<file path="src/rtl/prefetch_pkg.sv">
// Shared types and sizing helpers for the prefetch opcode queue.
package prefetch_pkg;

    typedef enum logic [1:0] {IDLE, WAIT, DISCARD} state_t;

    localparam int DEF_DEPTH  = 4;
    localparam int DEF_WORD_W = 32;
    localparam int DEF_ADDR_W = 32;
    localparam int PTR_W      = $clog2(DEF_DEPTH);
    localparam int LVL_W      = $clog2(DEF_DEPTH + 1);

    typedef struct packed {
        logic [DEF_WORD_W-1:0] word;
        logic [DEF_ADDR_W-1:0] addr;
    } entry_t;

    function automatic int ptr_w(input int depth);
        return $clog2(depth);
    endfunction

    function automatic int lvl_w(input int depth);
        return $clog2(depth + 1);
    endfunction

endpackage

</file>
<file path="src/rtl/prefetch_opcode_queue_if.sv">
// RAM-side fetch handshake: queue issues request/address, RAM returns data/busy.
interface prefetch_opcode_queue_if #(
    parameter int ADDRESS_WIDTH = 32,
    parameter int WORD_WIDTH    = 32
);
    logic                     request;
    logic [ADDRESS_WIDTH-1:0] address;
    logic [WORD_WIDTH-1:0]    ramData;
    logic                     ramBusy;

    modport master (output request, output address, input ramData, input ramBusy);
    modport slave  (input request, input address, output ramData, output ramBusy);
endinterface

</file>
<file path="src/rtl/prefetch_fifo.sv">
// Show-ahead FIFO of {word, address} entries; clear beats push and pop.
module prefetch_fifo
    import prefetch_pkg::*;
#(
    parameter int WORD_WIDTH    = 32,
    parameter int ADDRESS_WIDTH = 32,
    parameter int DEPTH         = 4
) (
    input  logic                      clk,
    input  logic                      reset,
    input  logic                      push,
    input  logic                      pop,
    input  logic                      clear,
    input  logic [WORD_WIDTH-1:0]     push_word,
    input  logic [ADDRESS_WIDTH-1:0]  push_addr,
    output logic [WORD_WIDTH-1:0]     head_word,
    output logic [ADDRESS_WIDTH-1:0]  head_addr,
    output logic [lvl_w(DEPTH)-1:0]   level,
    output logic                      valid
);
    localparam int PW = ptr_w(DEPTH);
    localparam int LW = lvl_w(DEPTH);

    typedef struct packed {
        logic [WORD_WIDTH-1:0]    word;
        logic [ADDRESS_WIDTH-1:0] addr;
    } slot_t;

    slot_t          mem [DEPTH];
    logic [PW-1:0]  head;
    logic [PW-1:0]  tail;
    logic           do_pop;

    assign do_pop    = pop && (level != '0);
    assign valid     = (level != '0);
    assign head_word = mem[head].word;
    assign head_addr = mem[head].addr;

    always_ff @(posedge clk or posedge reset) begin
        if (reset) begin
            head  <= '0;
            tail  <= '0;
            level <= '0;
            for (int i = 0; i < DEPTH; i++) begin
                mem[i] <= '0;
            end
        end else if (clear) begin
            head  <= '0;
            tail  <= '0;
            level <= '0;
        end else begin
            if (push) begin
                mem[tail] <= '{word: push_word, addr: push_addr};
                tail      <= tail + PW'(1);
            end
            if (do_pop) begin
                head <= head + PW'(1);
            end
            level <= level + LW'(push) - LW'(do_pop);
        end
    end

endmodule

</file>
<file path="src/rtl/prefetch_opcode_queue.sv">
// Prefetching opcode queue: fetch FSM and RAM handshake in front of a show-ahead FIFO,
// with flush-and-redirect that may land while a fetch is still in flight.
module prefetch_opcode_queue
    import prefetch_pkg::*;
#(
    parameter int ADDRESS_WIDTH = 32,
    parameter int WORD_WIDTH    = 32,
    parameter int DEPTH         = 4,
    parameter int ADDR_STEP     = 4
) (
    input  logic                      clk,
    input  logic                      reset,
    input  logic                      enable,
    input  logic                      flush,
    input  logic [ADDRESS_WIDTH-1:0]  flushAddress,
    input  logic                      consume,
    output logic                      opcodeValid,
    output logic [WORD_WIDTH-1:0]     opcode,
    output logic [ADDRESS_WIDTH-1:0]  opcodeAddress,
    output logic [lvl_w(DEPTH)-1:0]   level,
    prefetch_opcode_queue_if.master   ram
);
    localparam int                 LW   = lvl_w(DEPTH);
    localparam logic [LW-1:0]      FULL = LW'(DEPTH);
    localparam logic [ADDRESS_WIDTH-1:0] STEP = ADDRESS_WIDTH'(ADDR_STEP);

    state_t                    state;
    logic [ADDRESS_WIDTH-1:0]  fetch_ptr;
    logic [ADDRESS_WIDTH-1:0]  fetch_next;
    logic                      response;
    logic                      capture;
    logic                      push;
    logic                      pop;
    logic [LW-1:0]             level_after;

    // The request cycle itself never counts as a response edge.
    assign response    = (state != IDLE) && !ram.request && !ram.ramBusy;
    assign capture     = (state == WAIT) && response;
    assign push        = capture && !flush;
    assign pop         = consume && opcodeValid;
    assign fetch_next  = fetch_ptr + STEP;
    assign level_after = level + LW'(push) - LW'(pop);

    prefetch_fifo #(
        .WORD_WIDTH    (WORD_WIDTH),
        .ADDRESS_WIDTH (ADDRESS_WIDTH),
        .DEPTH         (DEPTH)
    ) u_fifo (
        .clk       (clk),
        .reset     (reset),
        .push      (push),
        .pop       (pop),
        .clear     (flush),
        .push_word (ram.ramData),
        .push_addr (ram.address),
        .head_word (opcode),
        .head_addr (opcodeAddress),
        .level     (level),
        .valid     (opcodeValid)
    );

    always_ff @(posedge clk or posedge reset) begin
        if (reset) begin
            state       <= IDLE;
            fetch_ptr   <= '0;
            ram.request <= 1'b0;
            ram.address <= '0;
        end else begin
            ram.request <= 1'b0;
            if (flush) begin
                fetch_ptr <= flushAddress;
                // An issued fetch must still be drained unless its response lands now.
                case (state)
                    WAIT:    state <= capture ? IDLE : DISCARD;
                    DISCARD: state <= response ? IDLE : DISCARD;
                    default: state <= IDLE;
                endcase
            end else begin
                case (state)
                    IDLE: begin
                        if (enable && (level < FULL)) begin
                            ram.request <= 1'b1;
                            ram.address <= fetch_ptr;
                            state       <= WAIT;
                        end
                    end
                    WAIT: begin
                        if (capture) begin
                            fetch_ptr <= fetch_next;
                            if (enable && (level_after < FULL)) begin
                                ram.request <= 1'b1;
                                ram.address <= fetch_next;
                            end else begin
                                state <= IDLE;
                            end
                        end
                    end
                    DISCARD: begin
                        if (response) begin
                            state <= IDLE;
                        end
                    end
                    default: state <= IDLE;
                endcase
            end
        end
    end

endmodule

</file>
<file path="src/flat_wrapper.sv">
// flat-port wrapper written by rule: the top's interface ports become plain ports
module prefetch_opcode_queue_flat import prefetch_pkg::*;
#(
    parameter int ADDRESS_WIDTH = 32,
    parameter int WORD_WIDTH    = 32,
    parameter int DEPTH         = 4,
    parameter int ADDR_STEP     = 4
)
  (clk, reset, enable, flush, flushAddress, consume, opcodeValid, opcode, opcodeAddress, level, ram_request, ram_address, ram_ramData, ram_ramBusy);
  prefetch_opcode_queue_if #(.ADDRESS_WIDTH(ADDRESS_WIDTH), .WORD_WIDTH(WORD_WIDTH)) ram_i ();
  input  logic clk;
  input  logic reset;
  input  logic enable;
  input  logic flush;
  input  logic [ADDRESS_WIDTH-1:0] flushAddress;
  input  logic consume;
  output logic opcodeValid;
  output logic [WORD_WIDTH-1:0] opcode;
  output logic [ADDRESS_WIDTH-1:0] opcodeAddress;
  output logic [lvl_w(DEPTH)-1:0] level;
  output wire logic [$bits(ram_i.request)-1:0] ram_request;
  output wire logic [$bits(ram_i.address)-1:0] ram_address;
  input wire logic [$bits(ram_i.ramData)-1:0] ram_ramData;
  input wire logic [$bits(ram_i.ramBusy)-1:0] ram_ramBusy;
  assign ram_request = ram_i.request;
  assign ram_address = ram_i.address;
  assign ram_i.ramData = ram_ramData;
  assign ram_i.ramBusy = ram_ramBusy;
  prefetch_opcode_queue #(.ADDRESS_WIDTH(ADDRESS_WIDTH), .WORD_WIDTH(WORD_WIDTH), .DEPTH(DEPTH), .ADDR_STEP(ADDR_STEP)) u_core (.clk(clk), .reset(reset), .enable(enable), .flush(flush), .flushAddress(flushAddress), .consume(consume), .opcodeValid(opcodeValid), .opcode(opcode), .opcodeAddress(opcodeAddress), .level(level), .ram(ram_i));
endmodule
</file>
<file path="config.mk">
export PLATFORM = sky130hd
export DESIGN_NAME = prefetch_opcode_queue_flat
export DESIGN_NICKNAME = d
export VERILOG_FILES = /design/src/rtl/prefetch_pkg.sv /design/src/rtl/prefetch_opcode_queue_if.sv /design/src/rtl/prefetch_fifo.sv /design/src/rtl/prefetch_opcode_queue.sv /design/src/flat_wrapper.sv
export SDC_FILE = /design/constraint.sdc
export NUM_CORES = 1
export LEC_CHECK = 0
export BUFFER_PORTS_ARGS = -buffer_cell sky130_fd_sc_hd__buf_2
export CORE_ASPECT_RATIO = 0.6
export CORE_MARGIN = 10
export CORE_UTILIZATION = 53
export CTS_CLUSTER_DIAMETER = 60
export DETAILED_ROUTE_END_ITERATION = 10
export MAX_ROUTING_LAYER = met4
export PLACE_DENSITY = 0.84
export SYNTH_ARGS = -nofsm -noshare
export SYNTH_HDL_FRONTEND = slang
export SYNTH_HIERARCHICAL = 1
export SYNTH_SLANG_ARGS = --single-unit
</file>
<file path="constraint.sdc">
create_clock -name clk -period 9.42 [get_ports clk]
set_input_delay 2.826 -clock clk [delete_from_list [all_inputs] [get_ports clk]]
set_output_delay 2.826 -clock clk [all_outputs]
set_load 0.005 [all_outputs]
</file>
# [Word-level counts from Yosys, hierarchy flattened]
# Index checks and enable logic that the tools add are counted.
[word_totals] output_inout_bits=101 in_bits=70 word_cells=94 reg_bits=330
[op_classes] order_cmp=5 n_reduce_logical=24 n_addsub=6 eq_ne=9 mux=32 n_bitwise=3
[op_table] op="256-bit bitwise mux" n=1
[op_table] op="32-bit two-way mux" n=6
[op_table] op="64-bit two-way mux" n=3
[op_table] op="64-bit binary-select mux with 2-bit select" n=1
[op_table] op="64-bit demux with 2-bit select" n=1
[op_table] op="32-bit case mux with 2 select lines" n=1
[op_table] op="32-bit by 3-bit adder with 32-bit output (second input constant)" n=1
[op_table] op="2-bit two-way mux" n=11
[op_table] op="2-bit nonzero test" n=6
[op_table] op="1-bit logical AND" n=9
[op_table] op="3-bit by 2-bit != test with 1-bit output (second input constant)" n=3
[op_table] op="3-bit >= comparator (second input constant)" n=2
[op_table] op="3-bit < comparator (second input constant)" n=2
[op_table] op="2-bit NOT with 3-bit output" n=2
[op_table] op="2-bit case mux with 3 select lines" n=1
[op_table] op="3-bit by 1-bit subtractor with 3-bit output" n=2
[op_table] op="5-bit AND reduction" n=1
[op_table] op="2-bit by 1-bit adder with 2-bit output (second input constant)" n=2
[op_table] op="1-bit two-way mux" n=4
[op_table] op="2-bit by 1-bit != test with 1-bit output (second input constant)" n=2
[op_table] op="2-bit case mux with 2 select lines" n=1
[op_table] op="2-bit AND reduction" n=2
[op_table] op="4-bit AND reduction" n=1
[op_table] op="3-bit by 1-bit adder with 3-bit output" n=1
[op_table] op="11 further kinds" n=13

# [Logic depth before layout (Yosys ltp)]
# Gate-level depths: netlist of the first run.
[logic_depth] ltp_word=13 ltp_mapped=17 mapped_depth_nobuf=14

# [Modules after synthesis]
# Netlist of the first run, hierarchy kept.
[modules_own_cells] module="prefetch_fifo" seq_area_each_um2=6581.3 cells_each=662 instances=1 area_per_inst_um2=11923.9
[modules_own_cells] module="prefetch_opcode_queue" seq_area_each_um2=1676.6 cells_each=419 instances=1 area_per_inst_um2=3862.5

# [Worst setup path before layout of the first run]
# Ideal clock, no wire load.
[synth_timing] path_type="input -> register" startpoint="in ram_ramBusy" endpoint="reg u_core.ram.address[0]" slack_ns=4.382 path_buffers=1 path_stages=12 t_required_ns=9.295 t_arrival_ns=4.914 setup_time_ns=0.125 cell_sequence="nor3_1 -> nand2_1 -> nor2_1 -> inv_1 -> ha_1 -> inv_1 -> ha_1 -> and3b_1 -> nor4_1 -> o311a_1 -> buf_6 -> mux2_2"
[synth_between] elab_chain_len=10 word_cells_on_any_way=11 cone_classes="add/sub (2); order compare (1); eq/ne (2); reduce/logical (6)"
[synth_lines] item="start: declaration" line_no="flat_wrapper.sv:24" rtl="input wire logic [$bits(ram_i.ramBusy)-1:0] ram_ramBusy;"
[synth_lines] item="1-bit zero test" line_no="prefetch_opcode_queue.sv:37" rtl="assign response = (state != IDLE) && !ram.request && !ram.ramBusy;"
[synth_lines] item="1-bit logical AND" line_no="prefetch_opcode_queue.sv:37"
[synth_lines] item="1-bit logical AND" line_no="prefetch_opcode_queue.sv:38" rtl="assign capture = (state == WAIT) && response;"
[synth_lines] item="1-bit logical AND" line_no="prefetch_opcode_queue.sv:39" rtl="assign push = capture && !flush;"
[synth_lines] item="named net u_core.push" line_no="prefetch_opcode_queue.sv:32" rtl="logic push;"
[synth_lines] item="3-bit by 1-bit adder with 3-bit output" line_no="prefetch_opcode_queue.sv:42" rtl="assign level_after = level + LW'(push) - LW'(pop);"
[synth_lines] item="3-bit by 1-bit subtractor with 3-bit output" line_no="prefetch_opcode_queue.sv:42"
[synth_lines] item="3-bit < comparator" line_no="prefetch_opcode_queue.sv:90" rtl="if (enable && (level_after < FULL)) begin"
[synth_lines] item="1-bit logical AND" line_no="prefetch_opcode_queue.sv:90"
[synth_lines] item="2-bit != test (no line)"
[synth_lines] item="5-bit AND reduction (no line)"
[synth_lines] item="end signal: assignment" line_no="prefetch_opcode_queue.sv:83" rtl="ram.address <= fetch_ptr;"
[synth_lines] item="end signal: assignment" line_no="prefetch_opcode_queue.sv:92" rtl="ram.address <= fetch_next;"
[synth_lines] item="end: declaration" line_no="prefetch_opcode_queue_if.sv:11" rtl="modport master (output request, output address, input ramData, input ramBusy);"
# The timed path passes the listed nets, and every way through them passes these cells.
# A chain may end at the register's enable or synchronous reset.

# [Worst setup path after layout of the first run]
# Same ends and word-level chain as after synthesis.

==> results.md, run 1 <==
* I/O Buffers at 170
* Vias in the first global route at 10.2k
* Yosys warns at 6
* Worst path arrival time at 6710 ps
* Via Count at approximately 9.4k
* Synth cell count leaders: dfrtp_1, mux2_2, mux4_2
* Critical path capture point type: register
* Post-synth top area cell: dfrtp_1
* DRC Markers at 0
* Least-Margin Pin Slew at around 1100 ps
* Filler cell count at 2,275
* Synth Instances at 1,081
* Routability Congestion at 0.922
* Crit path buffers/inverters at 4
* Total wire length at 35,800 µm
* Number of buffers created by CTS at 30
* IO Count at ~170
* Yosys cell types at 58
* DR vias/cell at 5.73
* Reg clk slew, reported paths at about 70 ps
* Worst VDD drop at 0.125 mV
* Synth Area per Inst at 14.6 µm²
* Hold Path End: u_core/u_fifo/mem[143]
* Final worst-path cycle share at 66.4%
* CTS tree: done
* RR Startpoint: u_core/state[1]
* Pwr Density at 218 nW/µm²
* Clk_lat worst skew at 560 ps
* Area of the multi-input gates at 6760 µm²
* Max Cap Viol at 0
* Fmax achieved at between 150 and 200 MHz
* Initial antenna violation count at 2
* Critical register-to-register path endpoint: u_core/ram.address[0]
* Setup TNS at 0 ps
* Cell Area, Synth at 15,800 µm²
* Simple-Gate Fraction of Synth Area at 6.04%
* Hpwl dp at 23,700 µm
* Worst endpoint required time at 9870 ps
* Sequential cell area at just over 8000 µm²
* Placed cell area at between 15,000 and 20,000 µm²
* Crit path max-delay family: simple AND/OR/NAND/NOR gates
* Min Tclk post-route at ~6300 ps
* Top cells by area, synth: dfrtp_1, mux2_2, mux4_2
* WHS Path Cells at 1
* Worst Path Max Fanout at 38
* GRT Overall Usage at 19.8%
* Min-Delay Path Class: register to register
* Global-route wire length before repair at 58,200 µm
* Slowest cell delay on critical path at 720 ps
* Post-cts hold buffer count at 0
* Synth-to-Final Area Change at 11.0%
* Worst hold start: u_core/u_fifo/mem[143]
* FF-to-FF setup slack at between 4000 and 5000 ps
* Largest net degree at the start of global routing at 123
* R2R cell count at 13
* Mux share of post-synthesis cell area at 29.5%
* ANT nets after route at 0
* Final core utilization at around 60%
* Sequential area share after synthesis at between 50% and 60%
* Synth Area in Compound Gates at 2.68%
* Clk root buf: clkbuf_16
* Status: finished clean
* Net total in the final layout at approximately 1.3k
* Die area at 37,300 µm²
* Post-CTS setup buffer count at 0
* Relative slew slack at 28.5%
* Total core area at 29,100 µm²
* P_leak at 8.59 nW
* # H-tree levels at 1
* Post-synth top area share at 52.3%
* Largest family of logic cells by synthesized area: multiplexers
* Synthesized flop and latch total at 330
* Drt first pass iters at 5
* CP Cell Sequence: buf_2 > nor3_1 > nand2_1 > nor2_1 > inv_1 > ha_1 > inv_1 > ha_1 > and3b_1 > nor4_1 > o311a_2 > buf_4 > mux2_2
* Initial Utilization at 54.3%
* Adder-cell share of the synthesized area at under 10%
* Gr ovfl total at 0
* Crit-path slowest cell: o311a_2
* Rows at 48
* Num Clock Sinks at 330
* Top-count cell post-synth: dfrtp_1
* Die Ht at 154 µm
* Synth Area in XOR/XNOR at 3.47%
* WS Path Type: primary input to register
* Unrepaired setup endpoints after global routing: false
* Clock tree buffer depth at 3
* Final Hold Fails at 0
* Worst Setup Start Kind: primary input
* 1st-iter DRT viols at 762
* Synth async-reset ratio at 100%
* Max Slew Vio Count at 0
* Syn nets at 1,164
* Avg WL per Cell at between 20 and 25 µm
* CTS resizes at 0
* Design Area, Final at 17,500 µm²
* Post-synth EDFFs at 0
* Ys flop type: dfrtp_1
* Final setup fails at 0
* Die width at between 200 and 250 µm
* Layout cells sized above 1 at 46.2%
* Worst Skew at 15.4 ps
[final cells by class]
class	count	share of cell area [%]
Antenna cell	1	0.0143
Multi-Input combinational cell	661	38.6
Clock inverter	10	0.650
Tap cell	400	2.86
Inverter	16	0.364
Clock buffer	41	4.86
Sequential cell	330	47.2
Timing Repair Buffer	184	5.53
[logic make-up after synthesis]
| group | count (synthesis) |
|---|---|
| AO/OA/AOI/OAI | 75 |
| adder cells (fa/ha/maj) | 13 |
| flip-flops | 330 |
| AND/OR/NAND/NOR | 182 |
| buffers and inverters | 90 |
| XOR/XNOR | 61 |
| multiplexers | 330 |
[layout by cell type (no fill, tap or decap), drive strengths merged, types with 5 or more instances in the layout]
cell type	Yosys	routed
ha	12	12
nor3	17	17
clkbuf	16	41
dfrtp	330	330
and4	5	5
nand4	18	18
o21ai	33	33
a21oi	32	32
and3	6	6
nand3b	5	5
inv	16	15
mux4	64	64
nor4	8	8
xor2	22	22
nor2	47	47
xnor2	38	38
nand2	50	50
mux2	262	262
nand3	9	9
clkinv	0	7
buf	57	184
[worst register-to-register path, delay by kind of cell (launching register included)]
kind | cells | cell delay (ps)
simple gates | 4 | 1380
buf+inv | 4 | 690
fa+ha+maj | 3 | 1080
compound gates | 1 | 720
mux | 1 | 380
flops | 1 | 380
[worst max-delay path by stage]
stage / start / endpoint / slack, ps / depth (start not counted)
6_report: ram_ramBusy / u_core/ram.address[0] / 3160 / 13
5_1_grt: ram_ramBusy / u_core/ram.address[0] / 2820 / 13
4_1_cts: ram_ramBusy / u_core/ram.address[0] / 3240 / 13
3_5_place_dp: ram_ramBusy / u_core/ram.address[0] / 2640 / 13
3_3_place_gp: ram_ramBusy / u_core/ram.address[0] / 2860 / 13
2_1_floorplan: reset / u_core/u_fifo/head[0] / 3120 / 1
[through the flow]
step / cells / hold WS, ps / total power [W] / worst slack [ps]
6_report: 1643 / 502 / 0.00383 / 3160
5_1_grt: 1643 / 511 / 0.00404 / 2820
4_1_cts: 1642 / 505 / 0.00388 / 3240
3_5_place_dp: 1591 / 489 / 0.00266 / 2640
3_3_place_gp: 1591 / 480 / 0.00261 / 2860
2_1_floorplan: 1081 / 470 / 0.00228 / 3120
[metal layers]
| metal | part of all wire, % | GRT usage, % |
|---|---|---|
| met3 | 6.2 | 4.38 |
| met1 | 46 | 27.6 |
| met2 | 46 | 29.2 |
| met5 | 0 | - |
| met4 | 2.2 | 4.86 |
[power by group]
group / internal, W / total, W / leakage (nW) / switching, W
Combinational: 0.000419 / 0.000788 / 3.68 / 0.000369
Clock: 0.000683 / 0.00121 / 0.478 / 0.000524
Sequential: 0.00162 / 0.00183 / 4.43 / 0.000215
[state kept, by name, summed over array words and instances, names as in the netlist]
| signal | count |
|---|---|
| u_core/fetch_ptr | 32 |
| u_core/ram.address | 32 |
| u_core/ram.request | 1 |
| u_core/state | 2 |
| u_core/u_fifo/head | 2 |
| u_core/u_fifo/level | 3 |
| u_core/u_fifo/mem | 256 |
| u_core/u_fifo/tail | 2 |
(Power assumes the default switching activity.)
==> run 2: changes to the inputs <==
--- a/config.mk
+++ b/config.mk
@@ -8,11 +8,11 @@
 export BUFFER_PORTS_ARGS = -buffer_cell sky130_fd_sc_hd__buf_2
 export CORE_ASPECT_RATIO = 0.6
 export CORE_MARGIN = 10
-export CORE_UTILIZATION = 53
+export CORE_UTILIZATION = 59
 export CTS_CLUSTER_DIAMETER = 60
 export DETAILED_ROUTE_END_ITERATION = 10
 export MAX_ROUTING_LAYER = met4
-export PLACE_DENSITY = 0.84
+export PLACE_DENSITY = 0.88
 export SYNTH_ARGS = -nofsm -noshare
 export SYNTH_HDL_FRONTEND = slang
 export SYNTH_HIERARCHICAL = 1
==> constraint.sdc (replaced) <==
create_clock -name clk -period 6 [get_ports clk]
set_input_delay 1.8 -clock clk [delete_from_list [all_inputs] [get_ports clk]]
set_output_delay 1.8 -clock clk [all_outputs]
set_load 0.005 [all_outputs]
==> run 2 against run 1 <==
  * Flip-flop and latch count stayed put
  * Count of clock-buffer cells in the layout up 5
  * Cell count fell by 2.1%
  * Sequential share of layout area is 0.17 points lower
  * Sequential power up 58%
  * Total power rose by 60%
  * Worst setup slack got worse by 1700 ps
  * Wire length fell by 1.3%
  * Cell area up 0.36%
  * First-iteration DRC count fell by 8.4%
==> results.md, run 2 (synthesis results as in run 1) <==
* Status: finished clean
* Initial antenna violation count at 0 (-2)
* Worst endpoint required time at 4200 ps (-5670 ps)
* WS Path Type: register to output port
* Reg clk slew, reported paths at 60 ps (about the same)
* Worst Setup Start Kind: register
* Critical path capture point type: output port
* GRT Overall Usage at 21.5% (+1.7 points)
* ANT nets after route at 0 (unchanged)
* Via Count at 9,432 (+0.11%)
* Non-filler cells, final at 1,609 (-2.1%)
* Unrepaired setup endpoints after global routing: false
* Max Cap Viol at 0 (unchanged)
* Routability Congestion at 0.903 (-2.0%)
* Worst Skew at 8.64 ps (-6.76 ps)
* # H-tree levels at 1 (unchanged)
* Setup TNS at 0 ps (unchanged)
* ANT cells at 0 (-1)
* Post-cts hold buffer count at 0 (unchanged)
* Synth-to-Final Area Change at 11.4%
* Min-Delay Path Class: register to register
* Min Tclk post-route at 4510 ps
* Least-Margin Pin Slew at 1140 ps (+62.8 ps)
* Critical register-to-register path endpoint: u_core/ram.address[8]
* Commonest cells after routing, fill and taps aside: dfrtp_1, mux2_2, buf_2, mux4_2, mux2_4
* Die width at 231 µm (-4.8%)
* Total wire length at 35,300 µm (-1.3%)
* I/O Buffers at 170 (unchanged)
* Total core area at 26,400 µm² (-9.3%)
* Final setup fails at 0 (unchanged)
* Setup crit end: opcode[31]
* Fmax achieved at roughly 220 MHz
* Met1 GRT Util at 29.6% (+2.1 points)
* Largest register FFs at 256 (unchanged)
* FF-to-FF setup slack at 2010 ps (-2670 ps)
* Largest net degree at the start of global routing at 111 (-9.8%)
* Global-route wire length before repair at 57,100 µm (-2.0%)
* R2R cell count at 16 (+3)
* Gr ovfl total at 0 (unchanged)
* DRC Markers at 0 (unchanged)
* GR Util met2 at 33.0% (+3.7 points)
* Reg with most FFs: u_core/u_fifo/mem
* Rows at 46 (-4.2%)
* Relative slew slack at 24.1% (-4.3 points)
* Final Hold Fails at 0 (unchanged)
* Layout cells sized above 1 at 46.6% (+0.38 points)
* Hpwl dp at 22,800 µm (-4.0%)
* Net total in the final layout at 1,309 (+0.23%)
* Pwr Density at 348 nW/µm² (+59%)
* RR Startpoint: u_core/state[0]
* Power after layout at 0.00613 W (+60%)
* Max Slew Vio Count at 0 (unchanged)
* Initial Utilization at 59.9% (+5.6 points)
* IO Count at 171 (unchanged)
* Worst path arrival time at 2710 ps (-4000 ps)
* Most Used Layer, Global Route: met2
* Final worst-path cycle share at between 70% and 80%
* Pre-CTS WS at 1080 ps (-1560 ps)
* Cell count after placement at 1,554 (-2.3%)
* Drt first pass iters at 5 (unchanged)
* DR vias/cell at 5.86 (+2.2%)
* Clock tree buffer depth at 3 (unchanged)
* CTS resizes at 0 (unchanged)
* Design Area, Final at 17,600 µm² (+0.36%)
* Die Ht at 147 µm (-4.5%)
* Clk_lat worst skew at 560 ps (about the same)
* CP startpoint: u_core/u_fifo/head[0]
* Final worst slack at 1490 ps (-1680 ps)
* Most common cell after layout, fill and taps aside: dfrtp_1
* Placed cell area at 16,500 µm² (about the same)
* Number of buffers created by CTS at 30 (unchanged)
* Worst VDD drop at 0.228 mV (+82%)
* Die area at 33,900 µm² (-9.1%)
* Num Clock Sinks at 330 (unchanged)
* Worst Path Max Fanout at 47 (+24%)
* Met3 usage at 4.37% (-0.012 points)
* 1st-iter DRT viols at 698 (-8.4%)
* P_leak at 8.65 nW (+0.68%)
* Clk root buf: clkbuf_16
* Vias in the first global route at 9,888 (-3.4%)
* Post-CTS setup buffer count at 0 (unchanged)
* Largest registers: u_core/u_fifo/mem x256, u_core/fetch_ptr x32, u_core/ram.address x32
* Avg WL per Cell at 22.0 µm (+0.75%)
* CTS tree: done
-- run 2: cell type report --
| cell class | instances | area (µm²) |
|---|---|---|
| fill | 1872 | 8770 |
| clock buffer | 46 | 942 |
| multi-input combinational | 661 | 6760 |
| sequential | 330 | 8270 |
| inverter | 16 | 63.8 |
| tap | 360 | 450 |
| timing repair buffer | 187 | 1000 |
| clock inverter | 9 | 104 |
-- run 2: metal layers --
metal	routed length [µm]	part of all wire, %
met1	16100	46
met2	16700	47
met3	2010	5.7
met4	537	1.5
met5	0	0
-- run 2: worst min-delay path by stage --
stage	startpoint	endpoint	slack, ps	depth (start not counted)
after floorplan	u_core/u_fifo/mem[153]	u_core/u_fifo/mem[153]	470	1
after global routing	u_core/u_fifo/mem[9]	u_core/u_fifo/mem[9]	510	1
after detailed placement	u_core/u_fifo/mem[131]	u_core/u_fifo/mem[131]	490	1
after global placement	u_core/u_fifo/mem[153]	u_core/u_fifo/mem[153]	480	1
after CTS	u_core/u_fifo/mem[144]	u_core/u_fifo/mem[144]	500	1
final	u_core/u_fifo/mem[35]	u_core/u_fifo/mem[35]	500	1
-- run 2: power by group --
group          leakage (nW)  switching (W)  internal, W  total (W)
combinational          3.71       0.000582     0.000662    0.00124
clock                 0.514       0.000832      0.00116    0.00200
sequential             4.43       0.000344      0.00254    0.00289
total                  8.65        0.00176      0.00437    0.00613
-- run 2: worst max-delay path: stages (launching register included) --
cell     delay (ps)
dfrtp_4         980
buf_4           400
mux4_2          560
buf_2           150
-- run 2: stage by stage --
step | utilization [%] | hold WS, ps
2_1_floorplan | - | 470
3_3_place_gp | 62.8 | 480
3_5_place_dp | 62.8 | 488
4_1_cts | 66.7 | 503
5_1_grt | 66.7 | 507
6_report | 66.7 | 498
==> run 3: changes to the inputs <==
--- a/config.mk
+++ b/config.mk
@@ -8,11 +8,11 @@
 export BUFFER_PORTS_ARGS = -buffer_cell sky130_fd_sc_hd__buf_2
 export CORE_ASPECT_RATIO = 0.6
 export CORE_MARGIN = 10
-export CORE_UTILIZATION = 59
+export CORE_UTILIZATION = 53
 export CTS_CLUSTER_DIAMETER = 60
 export DETAILED_ROUTE_END_ITERATION = 10
 export MAX_ROUTING_LAYER = met4
-export PLACE_DENSITY = 0.88
+export PLACE_DENSITY = 0.84
 export SYNTH_ARGS = -nofsm -noshare
 export SYNTH_HDL_FRONTEND = slang
 export SYNTH_HIERARCHICAL = 1
==> constraint.sdc (replaced) <==
create_clock -name clk -period 3.9 [get_ports clk]
set_input_delay 1.17 -clock clk [delete_from_list [all_inputs] [get_ports clk]]
set_output_delay 1.17 -clock clk [all_outputs]
set_load 0.005 [all_outputs]
==> run 3 against run 2 <==
  * Via count up 0.80%
  * Worst setup slack worse by 1300 ps
  * Critical endpoint is now opcode[27]
  * Highest routed layer unchanged
  * Die area up 10%
  * Clock skew up 3.6 ps
  * Critical path type unchanged
  * Largest power group unchanged
==> results.md, run 3 (synthesis results as in run 1) <==
* Status: finished clean
* Die area at 37,300 µm² (+10%)
* Routability Congestion at 0.901 (-0.24%)
* Final setup fails at 0 (unchanged)
* Total core area at 29,100 µm² (+10%)
* Largest registers: u_core/u_fifo/mem x256, u_core/fetch_ptr x32, u_core/ram.address x32
* Reg clk slew, reported paths at 70 ps (about the same)
* Non-filler cells, final at 1,662 (+3.3%)
* Relative slew slack at 41.9% (+18 points)
* Pre-CTS WS at 200 ps (-877 ps)
* Min Tclk post-route at 3690 ps
* Num Clock Sinks at 330 (unchanged)
* GR Util met2 at 30.4% (-2.6 points)
* Min-Delay Path Class: register to register
* Pwr Density at 546 nW/µm² (+57%)
* Final worst slack at 211 ps (-1280 ps)
* Sequential cell area at 8270 µm² (unchanged)
* Clk_lat worst skew at 570 ps (about the same)
* Design Area, Final at 17,900 µm² (+1.6%)
* Max Slew Vio Count at 0 (unchanged)
* CTS resizes at 0 (unchanged)
* Post-cts hold buffer count at 0 (unchanged)
* FF-to-FF setup slack at 600 ps (-1410 ps)
* Worst Path Max Fanout at 35 (-26%)
* Hpwl dp at 24,100 µm (+5.7%)
* Worst endpoint required time at 2730 ps (-1470 ps)
* Worst path arrival time at 2520 ps (-190 ps)
* DR vias/cell at 5.72 (-2.4%)
* Most common cell after layout, fill and taps aside: dfrtp_1
* Commonest cells after routing, fill and taps aside: dfrtp_1, mux2_2, buf_2, mux4_2, mux2_4
* Critical path capture point type: output port
* WS Path Type: register to output port
* Crit path buffers/inverters at 2 (unchanged)
* Placed cell area at 16,700 µm² (+0.97%)
* Avg WL per Cell at 21.8 µm (-0.93%)
* Filler cell count at 2,236 (+19%)
* Met1 GRT Util at 27.6% (-2.0 points)
* Largest net degree at the start of global routing at 91 (-18%)
* CP Cell Sequence: buf_12 > mux4_2 > buf_2
* ANT nets after route at 0 (unchanged)
* Unrepaired setup endpoints after global routing: false
* Power after layout at 0.00975 W (+59%)
* Least-Margin Pin Slew at 871 ps (-264 ps)
* Via Count at 9,507 (+0.80%)
* CP startpoint: u_core/u_fifo/head[0]
* Reg with most FFs: u_core/u_fifo/mem
* Final Hold Fails at 0 (unchanged)
* Number of buffers created by CTS at 31 (+3.3%)
* Net total in the final layout at 1,318 (+0.69%)
* Layout cells sized above 1 at 47.1% (+0.55 points)
* Synth-to-Final Area Change at 13.2%
* Die Ht at 154 µm (+4.8%)
* Clock tree buffer depth at 3 (unchanged)
* Die width at 243 µm (+5.0%)
* Worst VDD drop at 0.288 mV (+26%)
* GRT Overall Usage at 20.0% (-1.5 points)
* Clk root buf: clkbuf_16
* Largest register FFs at 256 (unchanged)
* CTS tree: done
* 1st-iter DRT viols at 714 (+2.3%)
* Max Cap Viol at 0 (unchanged)
* P_leak at 8.76 nW (+1.3%)
* Initial antenna violation count at 2 (+2)
* Worst Setup Start Kind: register
* Worst hold start: u_core/u_fifo/mem[40]
* Area of the multi-input gates at 6760 µm² (unchanged)
* Final core utilization at 61.5% (-5.3 points)
* Final worst-path cycle share at a little over nine tenths
* Worst Skew at 12.2 ps (+3.60 ps)
* Met3 usage at 3.89% (-0.47 points)
* Gr ovfl total at 0 (unchanged)
* Crit path max-delay family: flip-flops
* I/O Buffers at 170 (unchanged)
* Drt first pass iters at 5 (unchanged)
* Most Used Layer, Global Route: met2
* Crit-path slowest cell: dfrtp_4
* Cell count after placement at 1,602 (+3.1%)
* Post-CTS setup buffer count at 0 (unchanged)
* Vias in the first global route at 10.2k (+3.2%)
* RR Startpoint: u_core/state[0]
* Global-route wire length before repair at 58,600 µm (+2.6%)
* Initial Utilization at 54.3% (-5.6 points)
* # H-tree levels at 1 (unchanged)
* Fmax achieved at ~270 MHz
* DRC Markers at 0 (unchanged)
* Total wire length at 36,200 µm (+2.3%)
* Rows at 48 (+4.3%)
* Slowest cell delay on critical path at 900 ps (-80 ps)
* IO Count at 171 (unchanged)
## run 3: cell count changes in the layout (fill, tap and decap cells not counted), sizes merged
cell / before / now
buf: 187 / 195
clkinvlp: 3 / 2
clkbuf: 46 / 44
diode: 0 / 2
bufinv: 2 / 6
inv: 15 / 17
## run 3: worst paths after layout
kind / to / cells after the start
max in group asynchronous: u_core/u_fifo/mem[215] / 3
setup reg to reg: u_core/ram.address[5] / 15
hold / removal: u_core/u_fifo/mem[40] / 1
min in group asynchronous: u_core/fetch_ptr[2] / 2
setup / recovery: opcode[27] / 3
hold reg to reg: u_core/u_fifo/mem[40] / 1
## run 3: worst reg2reg max path, cell delays in order (launching register included)
cell and delay (ps):
dfrtp_1 380, inv_1 70, ha_1 300, nor3_1 310, nand2_1 120, nor2_1 140
inv_1 60, ha_1 180, inv_1 50, ha_1 230, and3b_1 190, nor4_1 240
o311a_2 470, buf_12 240, nor2_1 70, a21oi_1 160
## run 3: per-layer routing
layer,wire (µm),vias up
met4,607,0
met1,16900,4958
met5,0,-
met2,16600,275
met3,2040,55
li1,-,4219
## run 3: power breakdown
| part | internal (W) | switching (W) | total, W |
|---|---|---|---|
| clock | 0.00205 | 0.00132 | 0.00337 |
| sequential | 0.00391 | 0.000543 | 0.00445 |
| combinational | 0.00104 | 0.000889 | 0.00193 |
| total | 0.00700 | 0.00275 | 0.00975 |
## run 3: metrics by stage
step | hold WS (ps) | setup TNS, ps
floorplan | 470 | -194500
global placement | 480 | 0
detailed placement | 488 | 0
CTS | 503 | 0
global route | 510 | 0
finish | 503 | 0
## run 3: layout make-up
| cell class | instances | area share (%) |
|---|---|---|
| multi-input cells | 661 | 37.8 |
| well taps | 400 | 2.80 |
| inverters | 16 | 0.357 |
| clock buffers | 44 | 5.18 |
| repair buffers | 195 | 6.23 |
| clock inverters | 14 | 1.30 |
| diodes | 2 | 0.0280 |
| flip-flops and latches | 330 | 46.3 |
